==> src/rtl/register_window_ctrl.sv <==
// SPARC-style register window controller: maps logical r0-r31 onto the physical
// register file through CWP and handles SAVE/RESTORE, the WIM and window traps.
// Optional same-cycle read bypass outputs are enabled with `define READ_BYPASS_EN.
module register_window_ctrl #(
    parameter int NWIN = 8,
    parameter int PAW  = 8,
    parameter int CWPW = 3
) (
    input  logic            Clk,
    input  logic            Reset,
    input  logic            Save,
    input  logic            Restore,
    input  logic [4:0]      RA,
    input  logic [4:0]      RB,
    input  logic            WrEn,
    input  logic [4:0]      WrReg,
    input  logic [31:0]     WrData,
    input  logic            WimWE,
    input  logic [NWIN-1:0] WimIn,
    output logic [PAW-1:0]  PhysRA,
    output logic [PAW-1:0]  PhysRB,
    output logic            PhysWE,
    output logic [PAW-1:0]  PhysWA,
    output logic [31:0]     PhysWD,
    output logic [CWPW-1:0] CWP,
    output logic [NWIN-1:0] WIM,
    output logic            OvfTrap,
    output logic            UnfTrap
`ifdef READ_BYPASS_EN
    ,
    output logic            BypA,
    output logic            BypB,
    output logic [31:0]     BypD
`endif
);

    localparam int AW = PAW + 1;
    localparam logic [AW-1:0] WIN_MASK = AW'(16 * NWIN - 1);
    localparam logic [NWIN-1:0] WIM_RST = NWIN'(2'b10);

    logic [CWPW-1:0] cwp_r;
    logic [NWIN-1:0] wim_r;
    logic            phys_we_r;
    logic [PAW-1:0]  phys_wa_r;
    logic [31:0]     phys_wd_r;
    logic            ovf_r;
    logic            unf_r;
    logic [CWPW-1:0] save_tgt_s;
    logic [CWPW-1:0] rest_tgt_s;
    logic            wr_valid_s;

    // Globals r0-r7 are shared; windowed registers rotate by 16 per window so a
    // window's ins land on the next window's outs. The ring size is a power of
    // two, so the modulo reduces to a mask.
    function automatic logic [PAW-1:0] map_reg(input logic [4:0] r, input logic [CWPW-1:0] w);
        logic [AW-1:0] ofs_v;
        logic [AW-1:0] phys_v;
        if (r < 5'd8) begin
            phys_v = AW'(r);
        end else begin
            ofs_v  = (AW'(w) << 4) + AW'(r) - AW'(5'd8);
            phys_v = (ofs_v & WIN_MASK) + AW'(5'd8);
        end
        return PAW'(phys_v);
    endfunction

    // Window targets wrap naturally because NWIN is a power of two.
    assign save_tgt_s = cwp_r - CWPW'(1'b1);
    assign rest_tgt_s = cwp_r + CWPW'(1'b1);
    assign wr_valid_s = WrEn && (WrReg != 5'd0);

    // Read ports follow RA/RB through the current window in the same cycle.
    always_comb begin
        PhysRA = map_reg(RA, cwp_r);
        PhysRB = map_reg(RB, cwp_r);
    end

    // Window pointer, WIM, trap pulses and the one-cycle registered write stage.
    always_ff @(posedge Clk) begin
        if (Reset) begin
            cwp_r     <= {CWPW{1'b0}};
            wim_r     <= WIM_RST;
            phys_we_r <= 1'b0;
            phys_wa_r <= {PAW{1'b0}};
            phys_wd_r <= 32'd0;
            ovf_r     <= 1'b0;
            unf_r     <= 1'b0;
        end else begin
            ovf_r     <= 1'b0;
            unf_r     <= 1'b0;
            phys_we_r <= wr_valid_s;
            if (wr_valid_s) begin
                phys_wa_r <= map_reg(WrReg, cwp_r);
                phys_wd_r <= WrData;
            end
            if (WimWE) begin
                wim_r <= WimIn;
            end
            // wim_r here is the pre-load value, so a same-cycle WIM write
            // does not affect this edge's window check.
            case ({Save, Restore})
                2'b10: begin
                    if (!wim_r[save_tgt_s]) begin
                        cwp_r <= save_tgt_s;
                    end else begin
                        ovf_r <= 1'b1;
                    end
                end
                2'b01: begin
                    if (!wim_r[rest_tgt_s]) begin
                        cwp_r <= rest_tgt_s;
                    end else begin
                        unf_r <= 1'b1;
                    end
                end
                default: begin
                    cwp_r <= cwp_r;
                end
            endcase
        end
    end

    assign PhysWE  = phys_we_r;
    assign PhysWA  = phys_wa_r;
    assign PhysWD  = phys_wd_r;
    assign CWP     = cwp_r;
    assign WIM     = wim_r;
    assign OvfTrap = ovf_r;
    assign UnfTrap = unf_r;

`ifdef READ_BYPASS_EN
    // Flags a read that targets the register being written this cycle.
    always_comb begin
        BypA = phys_we_r && (phys_wa_r == PhysRA) && (PhysRA != {PAW{1'b0}});
        BypB = phys_we_r && (phys_wa_r == PhysRB) && (PhysRB != {PAW{1'b0}});
        BypD = phys_wd_r;
    end
`endif

endmodule

==> config.mk <==
export PLATFORM = sky130hd
export DESIGN_NAME = register_window_ctrl
export DESIGN_NICKNAME = d
export VERILOG_FILES = /design/src/rtl/register_window_ctrl.sv
export SDC_FILE = /design/constraint.sdc
export NUM_CORES = 1
export LEC_CHECK = 0
export CORE_ASPECT_RATIO = 1.2
export CORE_MARGIN = 4
export CORE_UTILIZATION = 40
export CTS_BUF_LIST = sky130_fd_sc_hd__clkbuf_8
export DETAILED_ROUTE_END_ITERATION = 12
export PLACE_DENSITY = 0.81
export SYNTH_ARGS = -nofsm -noshare
export SYNTH_HDL_FRONTEND = slang
export SYNTH_SLANG_ARGS = --single-unit
==> constraint.sdc <==
create_clock -name Clk -period 3.1 [get_ports Clk]
set_input_delay 0.62 -clock Clk [delete_from_list [all_inputs] [get_ports Clk]]
set_output_delay 0.62 -clock Clk [all_outputs]
set_load 0.01 [all_outputs]
---- After elaboration in Yosys (flattened, before gate mapping) ----
Cells that the tools add are included.
word-level totals
  flip-flop bits (word level) ............. 54
  input bits .............................. 61
  output and inout port bits .............. 70
  word-level logic and storage cells ...... 47
cells by class
  add/subtract/negate cells ............... 11
  magnitude comparators ................... 5
  equal/unequal tests ..................... 4
  multiplexer cells ....................... 12
  bitwise gates (word level) .............. 2
  reduce and logical (&&, ||, !) cells .... 6
operators by type and width
  operator                                                     count
  adder 7 x 4 -> 8 bit (second input constant)                 3
  two-way mux 8 bit                                            3
  adder 7 x 5 -> 7 bit                                         3
  subtractor 7 x 4 -> 7 bit (second input constant)            3
  less-than comparator 5 x 4 -> 1 bit (second input constant)  3
  less-than comparator 3 x 4 -> 1 bit (second input constant)  2
  binary-select mux 1 bit (select 3 bit)                       2
  two-way mux 3 bit                                            2
  one-hot mux 3 bit (2 select lines)                           1
  nonzero test 5 bit                                           1
  two-way mux 1 bit                                            4
  inequality test 2 bit (second input constant)                2
  OR reduction 2 bit                                           2
  adder 3 x 1 -> 3 bit (second input constant)                 1
  AND reduction 3 bit                                          1
  subtractor 3 x 1 -> 3 bit (second input constant)            1
  == test 2 x 1 -> 1 bit (second input constant)               1
  == test 2 bit (second input constant)                        1
  NOT 1 bit                                                    2
  nonzero test 2 bit                                           1
  logical AND 1 bit                                            1

---- Logic depth before layout (Yosys ltp) ----
  word-level depth ........................ 5
  gate-level depth with buffers ........... 11
  gate-level depth less buffers ........... 10

---- Worst setup path before layout ----
Ideal clock, no wire load.
  path kind ............................... input to output
  start ................................... in RA[4]
  end ..................................... out PhysRA[6]
  arrival time ............................ 2.122 ns
  data required time ...................... 2.480 ns
  slack ................................... 0.358 ns
  stages .................................. 9
  path buffers ............................ 0
  cell sequence ........................... inv_1 ha_1 inv_1 ha_1 fa_1 nand2b_1 nor3_1 a21oi_1 o21ai_1
between the ends
  word-level cells in the longest chain between the ends .. 4
  elaborated cells between the ends (all ways) .. 5
  those cells by class .................... add/sub: 3; order compare: 1; mux: 1
RTL lines
  item                       RTL line  text
  from (decl)                13        input logic [4:0] RA,
  adder 7 x 5 -> 7 bit       61        ofs_v = (AW'(w) << 4) + AW'(r) - AW'(5'd8);
  subtractor 7 x 4 -> 7 bit  61
  adder 7 x 4 -> 8 bit       62        phys_v = (ofs_v & WIN_MASK) + AW'(5'd8);
  two-way mux 8 bit *        58        if (r < 5'd8) begin
  to (decl)                  20        output logic [PAW-1:0] PhysRA,
Mark *: on every way between the ends. The rest lies on a longest branch, timed or not.

---- Worst setup path in the final report ----
  start ................................... in RB[3]
  end ..................................... out PhysRB[6]
between the ends
  word-level cells in the longest chain between the ends .. 4
  elaborated cells between the ends (all ways) .. 5
  those cells by class .................... add/sub: 3; order compare: 1; mux: 1
RTL lines
  item                       RTL line  text
  from (decl)                14        input logic [4:0] RB,
  adder 7 x 5 -> 7 bit       61
  subtractor 7 x 4 -> 7 bit  61
  adder 7 x 4 -> 8 bit       62
  two-way mux 8 bit *        58
  to (decl)                  21        output logic [PAW-1:0] PhysRB,
Marks and branches as above.

==> impl_results.md <==
* Layout cells sized above 1 at about 13%
* Die area at between 7000 and 8000 µm²
* CTS root buf: clkbuf_8
* Outcome: finished, final reports clean
* Peak VDD IR at about 0.00035 V
* Worst EP required at about 2500 ps
* Worst-Margin Slew at around 990 ps
* Maximum clock frequency at 326 MHz
* Clock Power Share at 17.7%
* Crit Path Class: input port to output port
* Post-synth top area share at 42.4%
* Gr busiest metal: met2
* Pin count of the biggest net entering global routing at 56
* GRT Overall Usage at between 10% and 20%
* Final #Nets at 499
* Post-Syn Nets at approximately 380
* Global-route track usage on met1 at 20.3%
* Die width at just over 80 µm
* # IOs at between 100 and 150
* GR Util met2 at 32.5%
* Total number of vias at 2,427
* Crit path time final at 3070 ps
* 1st-iter DRT viols at 56
* Synth Area in Compound Gates at ~12%
* Sequential cell area fraction in the yosys report at between 40% and 50%
* Most frequent cell after synthesis: nand2_1
* Clock latency on the worst-skew pair at about 300 ps
* Most frequent cells after synthesis: nand2_1 (75), dfxtp_1 (54), a21oi_1 (41), nor2_1 (22), inv_1 (16)
* Pre-CTS setup slack at -760 ps
* RSZ-0062 raised after global routing: yes
* Simple-gate share of the synthesized area at approximately 18%
* Max-slew violation count at 0
* Worst EP arrival at roughly 2500 ps
* Die H at approximately 95 µm
* Mux cell area share after synthesis at a little under 8%
* YS warnings at 0
* Final std cells w/o fill at 505
* Final setup vio count at 0
* Port bufs at 118
* Hold WC Path Type: register to register
* Number of diodes at 0
* Synth area leaders: dfxtp_1 (42%), nand2_1 (11%), a21oi_1 (8.1%)
* Pwr dens at 543 nW/µm²
* Largest family of logic cells by synthesized area: simple AND/OR/NAND/NOR gates
* Cell variety after synth at 34
* First-pass GRT wire length at around 11,000 µm
* Fin crit share at between 90% and 100%
* Row count at 31
* Slew headroom at about a third
* Vias/cell at 4.81
* Layout area overhead at 58.1%
* Routed wire length at around 7000 µm
* Max Root-Sink Buffers at 2
* Synth Flop Type: dfxtp_1
* Final hold violation count at 0
* Post-Syn Area per Cell at 8.47 µm²
* Number of global-route vias before repair at approximately 2,400
* Initial Utilization at between 40% and 50%
* Critical Path Start Type: input port
* Wirelength per Cell at around 14 µm
* DP HPWL at 5160 µm
* Synth Area in XOR/XNOR at approximately 3.8%
* Core area at between 6000 and 7000 µm²
* Register clock-pin slew on the reported worst setup and hold paths at ~90 ps
* H-tree lvl count at 2
* Share of power burned in registers at a little over a third
* Drt first pass iters at 4
* Cell area after synthesis at ~2500 µm²
* M3 GR Usage at under 10%
* Lkg Pwr at approximately 0.0017 µW
* Fin worst setup slack at 30.2 ps
* ANT nets after route at 0
* Clock Skews at about 8.3 ps
* Post-synth ARST share at 0%
* Post-Synthesis Cells at 301
* Placed Instances at 490
* Worst Path Max Fanout at 2
* Sink Count at between 50 and 60
* Drt drc at 0
* NetSw at 723 µW
* Post-synth top area cell: dfxtp_1
* Antenna violations before repair at 0
* Post-synth EDFFs at 0
* Congestion Overflow GR at 0
* Maxcap violations at 0
* P_int at 1470 µW
* Yosys reg bits at 54
* Part of the power in combinational logic at 46.4%
* Crit. End Element: output port
* Switching Fraction at 33.0%
* CTS buffer count at 5
* Post-Synth Adder-Cell Area at ~8.7%
* CTS tree: yes
* Placer Congestion at ~0.83
==> cells in the final DEF (no fill, tap or decap), types with 3 or more instances in the layout <==
| cell | n |
|---|---|
| clkdlybuf4s50_1 | 109 |
| buf_4 | 18 |
| ha_1 | 10 |
| a21oi_1 | 38 |
| xnor2_1 | 7 |
| a22oi_1 | 3 |
| dfxtp_1 | 53 |
| clkbuf_2 | 3 |
| nand2_1 | 75 |
| nor2_1 | 22 |
| inv_1 | 14 |
| buf_2 | 4 |
| clkbuf_8 | 5 |
| mux4_2 | 3 |
| mux2i_1 | 8 |
==> sequential cells by signal, indices dropped and copies added (netlist names) <==
signal,count
CWP,3
WIM,8
UnfTrap,1
PhysWA,8
OvfTrap,1
PhysWE,1
PhysWD,32
==> metal layers <==
| layer | routed length [µm] | share of wire [%] | vias to the layer above |
|---|---|---|---|
| li1 | - | - | 1222 |
| met1 | 2740 | 39 | 1122 |
| met2 | 3750 | 53 | 72 |
| met3 | 473 | 6.7 | 11 |
| met4 | 89 | 1.3 | 0 |
| met5 | 0 | 0 | - |
==> cells by family (layout without fill, tap and decap cells) <==
group                      Yosys count  after routing
and+or+nand+nor                    113            113
muxes                               14             14
AOI/OAI and AO/OA                   54             54
DFF                                 54             54
adders and majority gates           16             16
buffers and inverters               39            161
xor gates and xnor gates            11             11
==> path summary, 6_finish.rpt <==
path	end	from	slack (ps)	cells past startpoint
max reg2reg	CWP[2]	CWP[1]	350	7
min reg2reg	PhysWD[9]	PhysWD[9]	450	2
max	PhysRB[6]	RB[3]	30	8
min	PhysWD[9]	PhysWD[9]	450	2
==> worst max-delay path, cell delays in order <==
cell and delay (ps):
clkdlybuf4s50_1 430, ha_2 200, fa_2 570, nand2b_4 80, nor3_4 190, a21oi_2 50
o21ai_2 150, buf_2 160
==> per-stage QoR <==
step	util (%)	setup TNS, ps	hold slack [ps]	area, µm²	power [µW]
after floorplan	-	0	476	2550	1270
after global placement	62.1	-3260	437	3800	1610
after detailed placement	62.1	-3820	443	3800	1630
after CTS	64.6	0	457	3960	2080
after global routing	65.7	-37.1	468	4030	2330
final	65.7	0	452	4030	2190
==> repair_timing <==
action / 4_1_cts / 5_1_grt
gates resized for setup: 28 / 17
endpoints found under the setup margin: 6 / 5
pin swaps: 6 / 7
hold buffers: 0 / 0
gates cloned: 0 / 0
buffers inserted: 6 / 1
==> power groups by stage <==
stage                     combinational [µW]  sequential (µW)  clock (µW)
after detailed placement                 834              800           0
after global placement                   810              797           0
after global routing                    1110              794         428
final                                   1020              785         387
after floorplan                          439              828           0
after CTS                                900              785         398
==> area by class of cell <==
type | count | area [µm²]
multi-input combinational | 208 | 1400
fill | 518 | 2100
sequential | 54 | 1080
tap | 82 | 103
clock buffer | 5 | 68.8
clock inverter | 3 | 21.3
timing repair buffer | 137 | 1290
inverter | 16 | 60.1
Power figures use the tool's default switching activity.
